$ cat src/rtl/fifo_rd_stream_pkg.sv
// Shared types and constants for the FIFO read-side stream adapter.
// Sizes the 4-entry prefetch buffer, its pointers and its occupancy count.
package fifo_rd_stream_pkg;

   localparam int unsigned BUF_DEPTH = 4;

   typedef logic [1:0] buf_ptr_t;
   typedef logic [2:0] buf_cnt_t;

endpackage

$ cat src/rtl/fifo_rd_stream_buf.sv
// Prefetch buffer for fifo_rd_stream: 4-entry circular store with push/pop and occupancy count.
// Head entry is presented combinationally; storage clears on reset so the head reads zero.
module fifo_rd_stream_buf
   import fifo_rd_stream_pkg::*;
#(
   parameter int unsigned WIDTH = 8
) (
   input  logic             clk,
   input  logic             rst_n,
   input  logic             push,
   input  logic [WIDTH-1:0] push_data,
   input  logic             pop,
   output logic [WIDTH-1:0] head_data,
   output buf_cnt_t         count
);

   logic [WIDTH-1:0] mem [BUF_DEPTH];
   buf_ptr_t         wr_ptr;
   buf_ptr_t         rd_ptr;
   logic             pop_ok;

   // A pop against an empty buffer is ignored rather than corrupting the count.
   assign pop_ok    = pop & (count != '0);
   assign head_data = mem[rd_ptr];

   always_ff @(posedge clk) begin
      if (!rst_n) begin
         wr_ptr <= '0;
         rd_ptr <= '0;
         count  <= '0;
         for (int unsigned i = 0; i < BUF_DEPTH; i++) begin
            mem[i] <= '0;
         end
      end else begin
         if (push) begin
            mem[wr_ptr] <= push_data;
            wr_ptr      <= wr_ptr + 2'd1;
         end
         if (pop_ok) begin
            rd_ptr <= rd_ptr + 2'd1;
         end
         case ({push, pop_ok})
            2'b10:   count <= count + 3'd1;
            2'b01:   count <= count - 3'd1;
            default: count <= count;
         endcase
      end
   end

endmodule

$ cat src/rtl/fifo_rd_stream.sv
// Converts the dual-clock FIFO pop interface into a valid/ready stream via a 4-word prefetch buffer.
// Optional packet framing on out_last is enabled by defining FIFO_RD_STREAM_LAST_EN.
module fifo_rd_stream
   import fifo_rd_stream_pkg::*;
#(
   parameter int unsigned WIDTH   = 8,
   parameter int unsigned PKT_LEN = 4
) (
   input  logic             clk,
   input  logic             rst_n,
   input  logic             fifo_empty,
   input  logic [WIDTH-1:0] fifo_rd_data,
   output logic             fifo_rd_en,
   output logic             out_valid,
   input  logic             out_ready,
   output logic [WIDTH-1:0] out_data,
   output logic             out_last
);

   if (PKT_LEN < 1) begin : g_bad_pkt_len
      $error("fifo_rd_stream: PKT_LEN must be at least 1");
   end

   logic     inflight;
   buf_cnt_t count;
   buf_cnt_t credit;
   logic     pop;

   // Issue from registered state only, so out_ready never reaches fifo_rd_en.
   assign credit     = count + buf_cnt_t'(inflight);
   assign fifo_rd_en = rst_n & ~fifo_empty & (credit <= 3'd3);
   assign out_valid  = (count != '0);
   assign pop        = out_valid & out_ready;

   always_ff @(posedge clk) begin
      if (!rst_n) begin
         inflight <= 1'b0;
      end else begin
         inflight <= fifo_rd_en;
      end
   end

   fifo_rd_stream_buf #(
      .WIDTH (WIDTH)
   ) u_buf (
      .clk       (clk),
      .rst_n     (rst_n),
      .push      (inflight),
      .push_data (fifo_rd_data),
      .pop       (pop),
      .head_data (out_data),
      .count     (count)
   );

`ifdef FIFO_RD_STREAM_LAST_EN
   localparam int unsigned BEAT_W = $clog2(PKT_LEN) + 1;
   localparam logic [BEAT_W-1:0] LAST_BEAT = BEAT_W'(PKT_LEN - 1);

   logic [BEAT_W-1:0] beat_cnt;

   always_ff @(posedge clk) begin
      if (!rst_n) begin
         beat_cnt <= '0;
      end else if (pop) begin
         beat_cnt <= (beat_cnt == LAST_BEAT) ? '0 : beat_cnt + 1'b1;
      end
   end

   assign out_last = out_valid & (beat_cnt == LAST_BEAT);
`else
   assign out_last = 1'b0;
`endif

endmodule
$ cat config.mk
export PLATFORM = sky130hd
export DESIGN_NAME = fifo_rd_stream
export DESIGN_NICKNAME = d
export VERILOG_FILES = /design/src/rtl/fifo_rd_stream_pkg.sv /design/src/rtl/fifo_rd_stream_buf.sv /design/src/rtl/fifo_rd_stream.sv
export SDC_FILE = /design/constraint.sdc
export NUM_CORES = 1
export LEC_CHECK = 0
export CAP_MARGIN = 20
export CORE_MARGIN = 4
export CORE_UTILIZATION = 55
export CTS_BUF_LIST = sky130_fd_sc_hd__clkbuf_16
export DETAILED_ROUTE_END_ITERATION = 7
export PLACE_DENSITY_LB_ADDON = 0.3
export SLEW_MARGIN = 20
export SYNTH_ARGS = -nofsm -noshare
export SYNTH_HDL_FRONTEND = slang
export SYNTH_SLANG_ARGS = --single-unit
$ cat constraint.sdc
create_clock -name clk -period 3.2 [get_ports clk]
set_input_delay 0.32 -clock clk [delete_from_list [all_inputs] [get_ports clk]]
set_output_delay 0.32 -clock clk [all_outputs]
set_load 0.03 [all_outputs]
==> results of run 1 <==
-- power breakdown --
group	switching, mW	internal, mW	leakage [nW]	total (mW)
clock	0.205	0.367	0.0760	0.572
combinational	0.219	0.221	0.374	0.440
sequential	0.0755	0.647	0.413	0.723
-- path summary, 6_finish.rpt --
check	startpoint	endpoint	depth (start not counted)
max	flip-flop	out_data[4]	2
max reg2reg	u_buf.count[1]$_SDFFE_PN0P_	u_buf.count[2]$_SDFFE_PN0P_	7
min	u_buf.count[2]$_SDFFE_PN0P_	u_buf.count[2]$_SDFFE_PN0P_	2
min reg2reg	u_buf.count[2]$_SDFFE_PN0P_	u_buf.count[2]$_SDFFE_PN0P_	2
-- layout make-up --
class	instances	share of cell area, %
Multi-Input combinational cell	79	27.30
Clock inverter	3	1.986
Inverter	12	1.986
Sequential cell	42	51.19
Timing Repair Buffer	22	9.597
Tap cell	44	2.427
Clock buffer	5	5.516
-- Yosys cell counts --
cell | instances | share of area (%)
nor2_1 | 16 | 3.2
or3_1 | 2 | 0.67
and2_1 | 14 | 4.7
o21ai_1 | 1 | 0.27
xor2_1 | 3 | 1.4
a21boi_1 | 1 | 0.40
nand2_1 | 11 | 2.2
nand2b_1 | 3 | 1.0
buf_1 | 1 | 0.20
nand3_1 | 1 | 0.27
buf_4 | 1 | 0.40
o31a_1 | 1 | 0.47
dfxtp_1 | 10 | 11
o311ai_1 | 1 | 0.47
ha_1 | 3 | 2.0
buf_2 | 1 | 0.27
conb_1 | 1 | 0.20
inv_1 | 12 | 2.4
o21ai_0 | 3 | 0.81
mux4_2 | 8 | 9.7
xnor2_1 | 4 | 1.9
nor3b_1 | 2 | 0.81
nor2b_1 | 2 | 0.67
edfxtp_1 | 32 | 52
clkbuf_1 | 3 | 0.60
fa_1 | 1 | 1.1
nor3b_4 | 1 | 1.0
buf_6 | 1 | 0.60
-- per-layer routing --
| layer | GRT usage [%] | up-vias |
|---|---|---|
| li1 | - | 521 |
| met1 | 21.44 | 559 |
| met2 | 30.36 | 34 |
| met3 | 5.782 | 6 |
| met4 | 8.376 | 0 |
| met5 | 0 | - |
-- per-stage QoR --
stage / util, % / instance area (µm²) / std cells
3_5_place_dp: 66.55 / 2098 / 199
6_report: 71.94 / 2268 / 207
4_1_cts: 71.94 / 2268 / 207
5_1_grt: 71.94 / 2268 / 207
2_1_floorplan: - / 1864 / 140
3_3_place_gp: 66.55 / 2098 / 199
-- worst max-delay path, cell delays in order, from the launching register on --
cell	delay [ns]
dfxtp_1	0.66
mux4_2	0.57
clkdlybuf4s50_1	0.61
-- sequential cells by signal (all words and copies together) (netlist names), named ones only --
name          flops
u_buf.mem        32
u_buf.count       3
u_buf.rd_ptr      2
u_buf.wr_ptr      2
inflight          1
-- cells by family (layout without fill, tap and decap cells) --
group | after synthesis | after routing | synth area share (%)
AND/OR/NAND/NOR | 52 | 52 | 14.56
adder cells (fa/ha/maj) | 4 | 4 | 3.088
other | 1 | 1 | 0.2011
flip-flops | 42 | 42 | 62.28
multiplexers | 8 | 8 | 9.664
XOR/XNOR | 7 | 7 | 3.289
buffers and inverters | 19 | 42 | 4.496
AO/OA/AOI/OAI | 7 | 7 | 2.416
-- layout by cell type, fill, tap and decap left out, types with 3 or more instances in the layout --
| cell type | instances |
|---|---|
| edfxtp_1 | 32 |
| clkdlybuf4s50_1 | 21 |
| nor2_1 | 16 |
| and2_1 | 14 |
| inv_1 | 12 |
| nand2_1 | 11 |
| dfxtp_1 | 10 |
| mux4_2 | 8 |
| clkbuf_16 | 5 |
| xnor2_1 | 4 |
| nand2b_1 | 3 |
| o21ai_0 | 3 |
| xor2_1 | 3 |
| ha_1 | 3 |
==> results.yml, run 1 <==
run_status:
  status: "completed"
yosys:
  ys_warn_count: 0
  synth.distinct_cells: 28
  synth-seq-cells: 42
  yosysSeqAreaShare_pct: 62.28
  syn_nets: 156
  syn_area_per_cell_um2: 13.32
  synth_cells: 140
  syn_area_mm2: 0.001864
clock_tree:
  postCtsHoldBufs: 0
  clock-root-buffer: "clkbuf_16"
  clk_pin_slew_worst_paths_ns: 0.06
  htree_levels: 2
  cts_resized: 0
  tritoncts: "done"
  clock-sinks: 42
  cts_buffer_depth: 2
  cts_setup_buffers: 0
  cts-buffers-inserted: 5
  clkLatencyLatePin_ns: 0.29
timing:
  timing.hold.ws_ns: 0.5686
  skew_ns: 0.006648
  finalHoldViolCount: 0
  finalSetupViolCount: 0
  worstMarginPinSlew_ns: 0.8803
  slew-limit-headroom_pct: 40.92
  setup_ws_ns: 0.7511
  drv_slew: 0
  min_period_ns: 2.449
  rsz0062_at_grt: "false"
  min_period_over_period_pct: 76.53
  tns_ns: 0
  fmax_mhz: 408.3
global_routing:
  grt_usage_pct: 18.26
  grt_max_degree: 16
  grt_pass1_vias: 1165
  grt_antenna_before_repair: 0
  grt_pass1_wl_um: 5589
  grt_remaining_overflow: 0
final_layout:
  multi_input_area_um2: 619.3
  layout-drive-gt1-share_pct: 11.04
  fin_nets: 178
  area_growth_pct: 21.68
  regArea_mm2: 0.001161
  fillers: 238
  n_antenna_cell: 0
setup_path:
  cp-end-kind: "primary output"
  path_class: "flip-flop to primary output"
  cp_data_required_time_ns: 2.88
  cp_max_fo: 8
  r2r_slack_ns: 1.25
  critical_path.startpoint_type: "flip-flop"
  crit_arrival_ns: 2.13
placement:
  portBuffers: 21
  gp_congestion: 0.8369
  hpwl_um: 2452
  place_ws_ns: 0.7015
power:
  p_total_mw: 1.735
  power.density_mw_per_mm2: 764.7
  leakagePower_nw: 0.8635
  vdd_drop_max_mv: 0.4344
drt:
  topRoutingLayerUsed: "met4"
  met2_length_um: 1792
  drcViolationCount: 0
  drt_first_pass_iters: 4
  met3_wirelength_um: 210
  drt-initial-drc-count: 25
  avgViaCountPerCell: 5.411
  wl_met1_um: 1404
  routedWlPerCell_um: 16.77
  postRouteAntennaNets: 0
  num_vias: 1120
  wirelength_um: 3472
floorplanning:
  dieArea_mm2: 0.004385
  io_pins: 23
  rows: 20
  fp.dieW_um: 66.22
  core_area_mm2: 0.003153
  start_util_pct: 59.13
  die_height_um: 66.22
min_path:
  hold_path_class: "flip-flop to flip-flop"
run:
  drv_cap: 0
Note: power is estimated with default switching activity, not from simulation.
==> inputs of run 2 (changes only) <==
--- a/config.mk
+++ b/config.mk
@@ -7,7 +7,7 @@
 export LEC_CHECK = 0
 export CAP_MARGIN = 20
 export CORE_MARGIN = 4
-export CORE_UTILIZATION = 55
+export CORE_UTILIZATION = 49
 export CTS_BUF_LIST = sky130_fd_sc_hd__clkbuf_16
 export DETAILED_ROUTE_END_ITERATION = 7
 export PLACE_DENSITY_LB_ADDON = 0.3
==> constraint.sdc (replaced) <==
create_clock -name clk -period 2.1 [get_ports clk]
set_input_delay 0.21 -clock clk [delete_from_list [all_inputs] [get_ports clk]]
set_output_delay 0.21 -clock clk [all_outputs]
set_load 0.03 [all_outputs]
==> run 2 against run 1 <==
Via count decreased by 0.63%. First-iteration DRC count increased to 3.0 times the previous value. Largest cell class unchanged. Sequential cell count unchanged. Count of clock-buffer cells in the layout increased by 1. Die area increased by 11%. Sequential power increased by 45%. Register-to-register slack got worse by 1.1 ns. Worst hold slack got worse by 0.074 ns.
==> results.yml, run 2 (synthesized netlist as in run 1, its figures left out) <==
run_status:
  status: "completed"
drt:
  avgViaCountPerCell: 5.036
  drt-initial-drc-count: 76
  wirelength_um: 3453
  postRouteAntennaNets: 0
  drcViolationCount: 0
  num_vias: 1113
  drt_first_pass_iters: 4
  routedWlPerCell_um: 15.62
power:
  internal_power_mw: 1.994
  leakagePower_nw: 0.9678
  power.density_mw_per_mm2: 1164
  pwr-share-clk_pct: 34.1
  vdd_drop_max_mv: 0.9864
  power.switching_mw: 0.7682
  p_seq_share_pct: 38.1
  p_comb_share_pct: 27.8
  p_sw_share_pct: 27.81
setup_path:
  slowest_delay_ns: 0.38
  cp_data_required_time_ns: 2.31
  crit_slowest_cell: "fa_1"
  crit_arrival_ns: 2.16
  path_cells: "buf_4 > o31a_1 > ha_1 > inv_1 > fa_1 > xor2_1 > or3_1 > a21boi_1"
  r2r_slack_ns: 0.15
  worst-path-buf-inv: 2
  cp-end-kind: "flip-flop"
  cp_max_fo: 5
  path_delay_family: "adder cells"
  path_class: "flip-flop to flip-flop"
  critical_path.startpoint_type: "flip-flop"
final_layout:
  area_growth_pct: 27.25
  n_antenna_cell: 0
  final_common_cell: "edfxtp_1"
  layout-drive-gt1-share_pct: 16.18
  fin_nets: 188
  stdcell_count: 221
  regArea_mm2: 0.001161
  fillers: 266
  multi_input_area_um2: 619.3
  reg_top3: "u_buf.mem (32), u_buf.count (3)"
  final_util_pct: 64.80
  largest-register: "u_buf.mem"
  largest_reg_flops: 32
  final_cell_mix: "edfxtp_1 (32), nor2_1 (16), and2_1 (14), inv_1 (12), clkdlybuf4s50_1 (12)"
global_routing:
  grt_antenna_before_repair: 0
  grt_remaining_overflow: 0
  grt_pass1_vias: 1234
  grt_max_degree: 15
  grt_pass1_wl_um: 5871
  grt_usage_pct: 15.96
timing:
  rsz0062_at_grt: "false"
  timing.hold.ws_ns: 0.4943
  setup_ws_ns: 0.1522
  fmax_mhz: 513.4
  min_period_ns: 1.948
  finalSetupViolCount: 0
  min_period_over_period_pct: 92.75
  finalHoldViolCount: 0
  tns_ns: 0
  skew_ns: 0.006628
  drv_slew: 0
floorplanning:
  start_util_pct: 50.92
  io_pins: 23
  dieArea_mm2: 0.004855
  core_area_mm2: 0.003661
  fp.dieW_um: 69.68
  die_height_um: 69.68
  rows: 22
clock_tree:
  clk_pin_slew_worst_paths_ns: 0.06
  clkLatencyLatePin_ns: 0.28
  tritoncts: "done"
  htree_levels: 2
  postCtsHoldBufs: 0
  cts_buffer_depth: 2
  cts_setup_buffers: 0
  cts-buffers-inserted: 5
  cts_resized: 8
  clock-root-buffer: "clkbuf_16"
  clock-sinks: 42
min_path:
  hold_path_class: "primary input to flip-flop"
placement:
  gp_congestion: 0.7746
  dp_cells: 213
  hpwl_um: 2395
  place_ws_ns: -0.04117
  portBuffers: 21
run:
  drv_cap: 0
## run 2: cell count changes in the layout (fill, tap and decap cells not counted)
cell             previous run  this run
clkinv_4                    0         1
buf_4                       1        10
buf_12                      0         1
dlygate4sd2_1               0         8
clkbuf_16                   5         6
dlymetal6s2s_1              0         1
clkinvlp_4                  2         0
clkdlybuf4s50_1            21        12
## run 2: power groups by stage
stage,clock network [mW],registers [mW],logic [mW]
CTS,0.956,1.05,0.780
detailed placement,0,1.07,0.812
floorplan,0,1.05,0.512
global placement,0,1.06,0.784
global route,0.989,1.06,0.834
finish,0.942,1.05,0.769
## run 2: cell type report
class | count | share of cell area (%)
timing repair buffer | 32 | 12.55
clock buffer | 6 | 6.329
multi-input combinational | 79 | 26.11
clock inverter | 2 | 1.635
tap | 48 | 2.532
inverter | 12 | 1.899
sequential | 42 | 48.94
## run 2: layer usage
layer	part of all wire [%]	GRT usage, %
met1	41	18.06
met2	53	28.39
met3	3.8	4.638
met4	1.6	5.957
met5	0	0
## run 2: final timing paths
path / start / to / depth (start not counted)
setup / recovery: u_buf.count[0]$_SDFFE_PN0P_ / u_buf.count[2]$_SDFFE_PN0P_ / 8
hold / removal: fifo_empty / inflight$_SDFF_PN0_ / 2
setup reg to reg: u_buf.count[0]$_SDFFE_PN0P_ / u_buf.count[2]$_SDFFE_PN0P_ / 8
hold reg to reg: u_buf.rd_ptr[0]$_SDFFE_PN0P_ / flip-flop / 2
## run 2: through the flow
step	power, mW	area [µm²]
6_report	2.762	2372
5_1_grt	2.886	2372
4_1_cts	2.789	2370
3_5_place_dp	1.880	2191
3_3_place_gp	1.848	2191
2_1_floorplan	1.560	1864
